### src/rtl/gray_code_burst_counter_if.sv
// Output stream of the gray-code burst counter: registered gray value with
// its valid/ready handshake and the wrap marker that travels with each element.
interface gray_code_burst_counter_if #(
    parameter int N = 4
);
    // Handshake: an element transfers on a rising clk edge where out_valid and
    // out_ready are both high. While out_valid is high and out_ready is low,
    // gray_value and wrap stay stable. out_ready is ignored while out_valid is low.
    logic [N-1:0] gray_value;
    logic         out_valid;
    logic         out_ready;
    logic         wrap;

    modport master (
        output gray_value,
        output out_valid,
        output wrap,
        input  out_ready
    );

    modport slave (
        input  gray_value,
        input  out_valid,
        input  wrap,
        output out_ready
    );
endinterface

### src/rtl/gray_code_burst_counter.sv
// Burst generator of consecutive gray codes (up or down) on a valid/ready stream.
// Optional GRAY_CNT_PARITY_EN adds parity_out and a sticky parity_err checker.
module gray_code_burst_counter #(
    parameter int N = 4
) (
    input  logic                            clk,
    input  logic                            rstn,
    input  logic                            start,
    input  logic [N-1:0]                    start_value,
    input  logic [N-1:0]                    count_len,
    input  logic                            up,
    gray_code_burst_counter_if.master       sif,
    output logic                            busy,
    output logic                            done,
    output logic [1:0]                      state_dbg
`ifdef GRAY_CNT_PARITY_EN
    ,
    output logic                            parity_out,
    output logic                            parity_err
`endif
);

    typedef enum logic [1:0] {
        IDLE = 2'd0,
        RUN  = 2'd1,
        DONE = 2'd2
    } state_e;

    localparam logic [N:0]   REM_ONE = {{N{1'b0}}, 1'b1};
    localparam logic [N-1:0] BIN_ONE = {{(N-1){1'b0}}, 1'b1};

    state_e       state_q, state_d;
    logic [N-1:0] bin_q, bin_d;
    logic [N-1:0] gray_q, gray_d;
    logic [N:0]   rem_q, rem_d;
    logic         dir_q, dir_d;
    logic         wrap_q, wrap_d;
    logic         accept;
    logic         step;

    function automatic logic [N-1:0] to_gray(input logic [N-1:0] b);
        return b ^ (b >> 1);
    endfunction

    assign accept = (state_q == RUN) && sif.out_ready;
    assign step   = accept && (rem_q != REM_ONE);

    always_ff @(posedge clk or negedge rstn) begin
        if (!rstn) begin
            state_q <= IDLE;
            bin_q   <= '0;
            gray_q  <= '0;
            rem_q   <= '0;
            dir_q   <= 1'b0;
            wrap_q  <= 1'b0;
        end else begin
            state_q <= state_d;
            bin_q   <= bin_d;
            gray_q  <= gray_d;
            rem_q   <= rem_d;
            dir_q   <= dir_d;
            wrap_q  <= wrap_d;
        end
    end

    always_comb begin
        state_d = state_q;
        bin_d   = bin_q;
        gray_d  = gray_q;
        rem_d   = rem_q;
        dir_d   = dir_q;
        wrap_d  = wrap_q;
        unique case (state_q)
            IDLE: begin
                if (start) begin
                    state_d = RUN;
                    bin_d   = start_value;
                    gray_d  = to_gray(start_value);
                    dir_d   = up;
                    // A zero length means a full 2^N burst, hence the extra rem bit.
                    rem_d   = (count_len == '0) ? {1'b1, {N{1'b0}}} : {1'b0, count_len};
                    wrap_d  = 1'b0;
                end
            end
            RUN: begin
                if (accept) begin
                    if (rem_q == REM_ONE) begin
                        state_d = DONE;
                        wrap_d  = 1'b0;
                    end else begin
                        bin_d  = dir_q ? (bin_q + BIN_ONE) : (bin_q - BIN_ONE);
                        gray_d = to_gray(bin_d);
                        rem_d  = rem_q - REM_ONE;
                        wrap_d = dir_q ? (&bin_q) : (~|bin_q);
                    end
                end
            end
            DONE: begin
                state_d = IDLE;
            end
            default: begin
                state_d = IDLE;
            end
        endcase
    end

    assign sif.gray_value = gray_q;
    assign sif.out_valid  = (state_q == RUN);
    assign sif.wrap       = wrap_q;
    assign busy           = (state_q == RUN);
    assign done           = (state_q == DONE);
    assign state_dbg      = state_q;

`ifdef GRAY_CNT_PARITY_EN
    logic parity_q, parity_d;
    logic perr_q, perr_d;

    // Every accepted step changes one gray bit, so parity must flip with it.
    always_comb begin
        parity_d = ^gray_d;
        perr_d   = perr_q | (step && (parity_d == parity_q));
    end

    always_ff @(posedge clk or negedge rstn) begin
        if (!rstn) begin
            parity_q <= 1'b0;
            perr_q   <= 1'b0;
        end else begin
            parity_q <= parity_d;
            perr_q   <= perr_d;
        end
    end

    assign parity_out = parity_q;
    assign parity_err = perr_q;

    parity_toggle_a: assert property (@(posedge clk) disable iff (!rstn)
        !(step && (parity_d == parity_q)));
`endif

endmodule

### src/flat_wrapper.sv
// flat-port wrapper written by rule: the top's interface ports become plain ports
module gray_code_burst_counter_flat 
#(
    parameter int N = 4
)
  (clk, rstn, start, start_value, count_len, up, busy, done, state_dbg, sif_gray_value, sif_out_valid, sif_wrap, sif_out_ready);
  gray_code_burst_counter_if #(.N(N)) sif_i ();
  input  logic clk;
  input  logic rstn;
  input  logic start;
  input  logic [N-1:0] start_value;
  input  logic [N-1:0] count_len;
  input  logic up;
  output logic busy;
  output logic done;
  output logic [1:0] state_dbg;
  output wire logic [$bits(sif_i.gray_value)-1:0] sif_gray_value;
  output wire logic [$bits(sif_i.out_valid)-1:0] sif_out_valid;
  output wire logic [$bits(sif_i.wrap)-1:0] sif_wrap;
  input wire logic [$bits(sif_i.out_ready)-1:0] sif_out_ready;
  assign sif_gray_value = sif_i.gray_value;
  assign sif_out_valid = sif_i.out_valid;
  assign sif_wrap = sif_i.wrap;
  assign sif_i.out_ready = sif_out_ready;
  gray_code_burst_counter #(.N(N)) u_core (.clk(clk), .rstn(rstn), .start(start), .start_value(start_value), .count_len(count_len), .up(up), .sif(sif_i), .busy(busy), .done(done), .state_dbg(state_dbg));
endmodule
### config.mk
export PLATFORM = sky130hd
export DESIGN_NAME = gray_code_burst_counter_flat
export DESIGN_NICKNAME = d
export VERILOG_FILES = /design/src/rtl/gray_code_burst_counter_if.sv /design/src/rtl/gray_code_burst_counter.sv /design/src/flat_wrapper.sv
export SDC_FILE = /design/constraint.sdc
export NUM_CORES = 1
export LEC_CHECK = 0
export ABC_AREA = 1
export CAP_MARGIN = 20
export CORE_MARGIN = 1
export CORE_UTILIZATION = 30
export CTS_CLUSTER_DIAMETER = 80
export DETAILED_ROUTE_END_ITERATION = 6
export PLACE_DENSITY = 0.61
export SYNTH_ARGS = -nofsm -noshare
export SYNTH_HDL_FRONTEND = slang
export SYNTH_SLANG_ARGS = --single-unit
export TNS_END_PERCENT = 10
### constraint.sdc
create_clock -name clk -period 1.8 [get_ports clk]
set_input_delay 0.36 -clock clk [delete_from_list [all_inputs] [get_ports clk]]
set_output_delay 0.36 -clock clk [all_outputs]
set_load 0.02 [all_outputs]
## Word level (Yosys, flattened, before mapping)

Index checks and enable logic that the tools add are counted.

| word-level totals | value |
|---|---|
| input port bits | 13 |
| word-level logic and storage cells | 52 |
| output and inout bits | 10 |
| register bits | 17 |

| operators by class | value |
|---|---|
| bitwise gates (word level) | 2 |
| reduce and logical (&&, ||, !) cells | 11 |
| add/sub/neg operators | 3 |
| mux-type cells | 23 |
| eq/ne operators | 7 |

Operator list:

| operator | count |
|---|---|
| 4-bit 2-to-1 mux | 7 |
| 5-bit 2-to-1 mux | 4 |
| 4-bit case mux with 2 select lines | 2 |
| 5-bit case mux with 2 select lines | 1 |
| 4-bit AND reduction | 2 |
| 4-bit by 3-bit bitwise XOR with 4-bit output | 2 |
| 2-bit 2-to-1 mux | 3 |
| 3-bit AND reduction | 2 |
| 5-bit by 1-bit equality test with 1-bit output (second input constant) | 1 |
| 5-bit by 1-bit subtractor with 5-bit output (second input constant) | 1 |
| 4-bit by 1-bit adder with 4-bit output (second input constant) | 1 |
| 4-bit logical NOT | 1 |
| 1-bit 2-to-1 mux | 4 |
| 2-bit by 1-bit != test with 1-bit output (second input constant) | 2 |
| 2-bit != test (second input constant) | 2 |
| 2-bit case mux with 2 select lines | 1 |
| 4-bit OR reduction | 1 |
| 4-bit by 1-bit subtractor with 4-bit output (second input constant) | 1 |
| 2-bit by 1-bit equality test with 1-bit output (second input constant) | 1 |
| 2-bit equality test (second input constant) | 1 |
| 2-bit logical NOT | 1 |
| 1-bit case mux with 2 select lines | 1 |
| 2-bit AND reduction | 1 |
| 2-bit nonzero test | 1 |
| other kinds (2) | 2 |

## Depth between registers and ports, before layout

Gate-level depths: netlist of the first run.

| depth | value |
|---|---|
| depth in word-level cells | 6 |
| depth in mapped cells | 10 |
| mapped depth without buffers | 10 |

## Least setup slack after synthesis of the first run

No wires, ideal clock.

| path | value |
|---|---|
| path kind | register to register |
| start point | register u_core.dir_q |
| end point | register u_core.gray_q[0] (netlist: u_core.sif.gray_value[0]) |
| buffers on the path | 0 |
| cell stages (with the launch flop) | 9 |
| path slack | 0.324 ns |
| setup time | 0.065 ns |
| data required time | 1.735 ns |
| data arrival time | 1.411 ns |
| period minus slack after synthesis | 1.476 ns |
| path through | dfrtp_1 inv_1 fa_1 inv_1 a21oi_1 o21ai_0 o21ai_0 nand2_1 nand2_1 |

| on the way | value |
|---|---|
| cells in the longest elaborated chain, start to end | 5 |

Ends and longest elaborated chain:

| what | line | text |
|---|---|---|
| start, declared | gray_code_burst_counter.sv:36 | `logic dir_q, dir_d;` |
| start signal, assigned | gray_code_burst_counter.sv:61 | `dir_q <= dir_d;` |
| 4-bit 2-to-1 mux | gray_code_burst_counter.sv:91 | `bin_d = dir_q ? (bin_q + BIN_ONE) : (bin_q - BIN_ONE);` |
| 4-bit by 3-bit bitwise XOR with 4-bit output | gray_code_burst_counter.sv:42 | `return b ^ (b >> 1);` |
| 4-bit 2-to-1 mux | gray_code_burst_counter.sv:87 | `if (rem_q == REM_ONE) begin` |
| 4-bit 2-to-1 mux | gray_code_burst_counter.sv:86 | `if (accept) begin` |
| 4-bit case mux with 2 select lines | gray_code_burst_counter.sv:73 | `unique case (state_q)` |
| end signal, assigned | gray_code_burst_counter.sv:59 | `gray_q <= gray_d;` |
| end, declared | gray_code_burst_counter.sv:34 | `logic [N-1:0] gray_q, gray_d;` |

Every way passes these cells. The select of a mux whose other input is x is not followed.
A chain may end at the register's enable or synchronous reset.

## Final worst setup path of the first run

| path | value |
|---|---|
| start point | register u_core.state_q[0] (netlist: u_core.state_dbg[0]) |
| end point | output port state_dbg[0] |

RTL lines:

| what | line | text |
|---|---|---|
| start, declared | gray_code_burst_counter.sv:32 | `state_e state_q, state_d;` |
| start signal, assigned | gray_code_burst_counter.sv:57 | `state_q <= state_d;` |
| end, declared | flat_wrapper.sv:16 | `output logic [1:0] state_dbg;` |

No word-level cell between the ends.

==> flow_summary.toml, run 1 <==
[floorplanning]
die-area_mm2 = 0.00400
die_y_um = 63.2
core_area_mm2 = 0.00347
io_pins = 23
start_util = 0.324
row_count = 21
die_w_um = 63.2

[yosys]
yosysUniqueCellTypes = 26
syn_nets = 175
synth_most_common_cell = "nand2_1"
ys_seq_elements = 16
synth-edff-count = 0
netlist.area_leader.share = 0.356
synth-main-ff-cell = "dfrtp_1"
syn_area_per_cell_um2 = 7.16
yosysTopAreaCell = "dfrtp_1"
yosysWarnings = 0
async_reset_ff_frac = 1.00
syn_inst = 157
synth_area_leaders = "dfrtp_1 36%, nand2_1 15%, inv_1 5.7%, o21ai_0 5.3%, nor2_1 5.0%"
synth_common_cells = "44 x nand2_1, 17 x inv_1, 16 x dfrtp_1, 15 x nor2_1, 12 x o21ai_0"
syn_area_mm2 = 0.00112
ys_seq_area_frac = 0.356

[routing]
drc = 0
vias_per_cell = 4.68
vias = 1076
first_pass_iters = 4
routed_wirelength_um = 2530
post_drt_wl_per_cell_um = 11.0
final_antenna_net_count = 0
drtIter0Drc = 59

[clock_tree]
cts_setup_buffers = 0
root_buffer = "clkbuf_8"
worstSkewPairLatency_ns = 0.25
clock_path_buffers = 2
cts_tree = "built"
cts.sinks = 16
htree_levels = 1
cts_hold_buf = 0
cts_buffers = 3
clk_pin_slew_worst_paths_ns = 0.07

[worst_setup_path]
cpPeakStageDelay_ns = 0.62
critPathMaxFanout = 4
critical_path.cell_chain = "clkdlybuf4s50_1"
critPathTopFamily = "buffers and inverters"
path_buf_inv = 1
critPathCaptureType = "output port"
cp_slowest_cell = "clkdlybuf4s50_1"
critPathKind = "flip-flop to output port"
cp.arrival_ns = 1.28
crit_path_start_kind = "flip-flop"
required_ns = 1.44

[power]
switchingPower_mw = 1.51
ir_drop_v = 0.00108
pwr-share-clk = 0.105
swShare = 0.492
power_leakage_nw = 0.709
power.share.combinational = 0.674
p_seq_frac = 0.221
intPower_mw = 1.56
power_density_mw_per_mm2 = 2100
total_power_mw = 3.07

[worst_hold_path]
hold_path.class = "input pin to asynchronous set/reset pin"

[sta]
fin_skew_ns = 0.00443
maxSlewHeadroom = 0.850
finalSetupViolations = 0
timing.fmax_mhz = 610
rsz0062_at_grt = "no"
tns_ns = 0
post-route-min-period_ns = 1.64
worst_pin_slew_ns = 0.222
period_share = 0.910
setup_slack_ns = 0.162
drv_slew = 0
hold_viol_final = 0

[final_layout]
area_delta_synth_final_pct = 29.8
drive_gt1_frac = 0.125
fin_util = 0.421
nets = 203
antenna_cells = 0

[grt]
grt_max_degree = 21
grt_overflow = 0
first_global_vias = 1047
antenna_found_initial = 0
grt_usage = 0.139
grt_pass1_wl_um = 4350

[outcome]
status = "finished clean"

[place]
hpwlAfterDp_um = 1990
gp_congestion = 0.890
portBuffers = 22
dp_slack_ns = 0.155

[flow_run]
cap_violations = 0
==> cells in the final DEF (no fill, tap or decap), drive strengths merged <==
master / Yosys / final
nand2: 46 / 46
clkdlybuf4s50: 0 / 19
inv: 19 / 19
o21ai: 18 / 18
dfrtp: 16 / 16
nor2: 15 / 15
nand3: 13 / 13
a21oi: 10 / 10
buf: 6 / 7
ha: 4 / 4
clkbuf: 0 / 4
xnor2: 2 / 2
dlygate4sd2: 0 / 2
nand3b: 1 / 1
or2: 1 / 1
o211ai: 1 / 1
nor3: 1 / 1
nand4: 1 / 1
a31oi: 1 / 1
a21boi: 1 / 1
fa: 1 / 1
dlymetal6s2s: 0 / 1
==> logic make-up (layout without fill, tap and decap cells) <==
logic type	count (synthesis)	after routing	share of synthesized area
compound gates	31	31	0.157
simple gates	78	78	0.297
flops	16	16	0.356
xor+xnor	2	2	0.0156
fa+ha+maj	5	5	0.0623
buf+inv	25	52	0.112
==> state kept, by name, summed over array words and instances (netlist names) <==
name	count
u_core.sif.gray_value	4
u_core.state_dbg	2
u_core.dir_q	1
u_core.sif.wrap	1
u_core.bin_q	3
u_core.rem_q	5
==> worst paths after layout <==
check | from | to | cells past startpoint | slack [ns]
worst max-delay path | u_core.state_dbg[0] | state_dbg[0] | 1 | 0.16
max in group asynchronous | rstn | u_core.rem_q[2] | 2 | 1.19
worst min register to register | u_core.sif.gray_value[0] | u_core.sif.gray_value[0] | 2 | 0.49
min in group clk | u_core.sif.gray_value[0] | u_core.sif.gray_value[0] | 2 | 0.49
worst max register to register | u_core.dir_q | u_core.sif.gray_value[0] | 8 | 0.19
worst min-delay path | rstn | u_core.bin_q[0] | 2 | 0.43
==> power by group through the flow <==
| stage | Sequential [mW] | Clock (mW) | Combinational, mW |
|---|---|---|---|
| 2_1_floorplan | 0.743 | 0 | 1.48 |
| 3_5_place_dp | 0.681 | 0 | 2.08 |
| 5_1_grt | 0.704 | 0.346 | 2.36 |
| 3_3_place_gp | 0.675 | 0 | 2.05 |
| 6_report | 0.678 | 0.323 | 2.07 |
| 4_1_cts | 0.677 | 0.333 | 2.08 |
==> layout make-up <==
type	count	area (um2)
inverter	19	73.8
sequential	16	400
fill	367	2010
multi-input combinational	116	601
timing repair buffer	29	273
tap	46	57.6
clock buffer	4	55.1
==> per-stage QoR <==
step / hold slack (ns) / cells / cell area (um2)
3_3_place_gp: 0.468 / 226 / 1400
6_report: 0.425 / 230 / 1460
4_1_cts: 0.433 / 230 / 1460
5_1_grt: 0.457 / 230 / 1460
3_5_place_dp: 0.469 / 226 / 1400
2_1_floorplan: 0.0644 / 157 / 1120
==> layer usage <==
metal,vias up,share of wire,global-route usage
met2,27,0.46,0.233
met4,0,0.0059,0.0455
met1,484,0.49,0.172
met3,2,0.042,0.0344
met5,-,0,0
li1,563,-,-
==> timing repair <==
action / CTS / global route
endpoints found under the setup margin: 2 / 2
gates cloned: 0 / 0
gates resized for setup: 2 / 3
No activity file was read; power rests on OpenSTA's default activity.
==> run 2: changes to the inputs <==
--- a/config.mk
+++ b/config.mk
@@ -6,7 +6,7 @@
 export NUM_CORES = 1
 export LEC_CHECK = 0
 export ABC_AREA = 1
-export CAP_MARGIN = 20
+export CAP_MARGIN = 10
 export CORE_MARGIN = 1
 export CORE_UTILIZATION = 30
 export CTS_CLUSTER_DIAMETER = 80
==> results of run 2 <==
The final DEF is identical to that of run 1; final timing and power are the same.
==> run 3: changes to the inputs <==
--- a/config.mk
+++ b/config.mk
@@ -7,11 +7,13 @@
 export LEC_CHECK = 0
 export ABC_AREA = 1
 export CAP_MARGIN = 10
+export CELL_PAD_IN_SITES_DETAIL_PLACEMENT = 0
+export CELL_PAD_IN_SITES_GLOBAL_PLACEMENT = 1
 export CORE_MARGIN = 1
 export CORE_UTILIZATION = 30
 export CTS_CLUSTER_DIAMETER = 80
 export DETAILED_ROUTE_END_ITERATION = 6
-export PLACE_DENSITY = 0.61
+export PLACE_DENSITY = 0.77
 export SYNTH_ARGS = -nofsm -noshare
 export SYNTH_HDL_FRONTEND = slang
 export SYNTH_SLANG_ARGS = --single-unit
==> flow_summary.toml, run 3 (same netlist as run 1, synthesis figures left out) <==
[grt]
grt_max_degree = 21
grtUsageMet3 = 0.0417
grt_overflow = 0
first_global_vias = 1035
antenna_found_initial = 0
use_met2 = 0.226
grt_usage = 0.143
grt_pass1_wl_um = 4540
grt_busiest_layer = "met2"
use_met1 = 0.193

[outcome]
status = "finished clean"

[power]
switchingPower_mw = 1.50
power_density_mw_per_mm2 = 2080
pwr-share-clk = 0.090
ir_drop_v = 0.000749
intPower_mw = 1.50
total_power_mw = 3.01
power.share.combinational = 0.685
swShare = 0.500
power_leakage_nw = 0.699
p_seq_frac = 0.225

[final_layout]
nets = 202
fillers = 378
top_register = "u_core.rem_q"
multi_input_area_um2 = 611
largest_reg_flops = 5
final_area_mm2 = 0.00145
drive_gt1_frac = 0.115
final_cell_mix = "44 x nand2_1, 19 x clkdlybuf4s50_1, 17 x inv_1"
seqCellArea_um2 = 400
mostFrequentLayoutCell = "nand2_1"
antenna_cells = 0
area_delta_synth_final_pct = 28.8

[routing]
post_drt_wl_per_cell_um = 11.2
vias_per_cell = 4.63
drtIter0Drc = 32
drc = 0
routed_wirelength_um = 2560
final_antenna_net_count = 0
first_pass_iters = 4
vias = 1056

[clock_tree]
clk_pin_slew_worst_paths_ns = 0.06
root_buffer = "clkbuf_8"
worstSkewPairLatency_ns = 0.25
cts_tree = "built"
cts_setup_buffers = 0
htree_levels = 1
cts.sinks = 16
clock_path_buffers = 2
cts_buffers = 3

[worst_setup_path]
timing.rr.start = "u_core.dir_q"
crit_path_start_kind = "flip-flop"
critPathTopFamily = "adder cells"
crit_start = "u_core.dir_q"
cp_slowest_cell = "fa_1"
path_buf_inv = 2
critPathCaptureType = "flip-flop"
crit_top_cell = "nand2_1"
path_depth = 9
cp.arrival_ns = 1.83
r2r_cells = 9
critPathKind = "flip-flop to flip-flop"
required_ns = 1.99
critical_path.cell_chain = "inv_1, fa_1, inv_1, nand2_1, a21oi_1, nand2_1, o211ai_1, nand2_1, nand2_1"
critPathMaxFanout = 5
cpPeakStageDelay_ns = 0.45

[sta]
drv_slew = 0
finalSetupViolations = 0
maxSlewHeadroom = 0.845
period_share = 0.909
worst_pin_slew_ns = 0.232
post-route-min-period_ns = 1.64
hold_viol_final = 0
fin_skew_ns = 0.000501
timing.hold.ws_ns = 0.437
timing.fmax_mhz = 611

[floorplanning]
die-area_mm2 = 0.00400
die_w_um = 63.2
start_util = 0.324
io_pins = 23
core_area_mm2 = 0.00347
row_count = 21
die_y_um = 63.2

[place]
portBuffers = 22
gp_congestion = 0.762
hpwlAfterDp_um = 1960
dpl_cell_area_mm2 = 0.00140

[worst_hold_path]
hold_path.class = "input pin to asynchronous set/reset pin"

[flow_run]
cap_violations = 0
[run 3: final cells by class]
type	count	area share
timing repair buffer	28	0.183
multi-input combinational	116	0.421
clock buffer	3	0.0285
sequential	16	0.276
inverter	19	0.0509
tap	46	0.0397
[run 3: what timing repair did]
item	CTS	global route
endpoints found under the setup margin	2	3
hold endpoints to repair	0	0
hold buffers	0	0
resized for setup	2	4
[run 3: path summary, 6_finish.rpt]
kind                            slack, ns                        to
worst max-delay path                 0.16  u_core.sif.gray_value[1]
worst min-delay path                 0.44       u_core.state_dbg[1]
worst max register to register       0.16  u_core.sif.gray_value[1]
worst min register to register       0.49  u_core.sif.gray_value[1]
max in group asynchronous            1.18  u_core.sif.gray_value[0]
min in group clk                     0.49  u_core.sif.gray_value[1]
[run 3: power by group through the flow]
stage,clock network [mW],logic [mW],registers (mW)
global route,0.292,2.37,0.708
finish,0.271,2.06,0.678
floorplan,0,1.48,0.743
CTS,0.282,2.04,0.677
global placement,0,2.03,0.678
detailed placement,0,2.05,0.681
[run 3: through the flow]
stage,cells,utilization,setup slack (ns),setup TNS (ns)
after floorplan,157,-,0.324,0
after global routing,228,0.418,-0.0178,-0.0178
after global placement,225,0.402,0.123,0
after detailed placement,225,0.402,0.0766,0
final,228,0.418,0.163,0
after CTS,228,0.413,0.0573,0
[run 3: per-layer routing]
layer	wire, um	share of wire
met1	1270	0.49
met2	1130	0.44
met3	157	0.061
met4	8	0.0031
met5	0	0
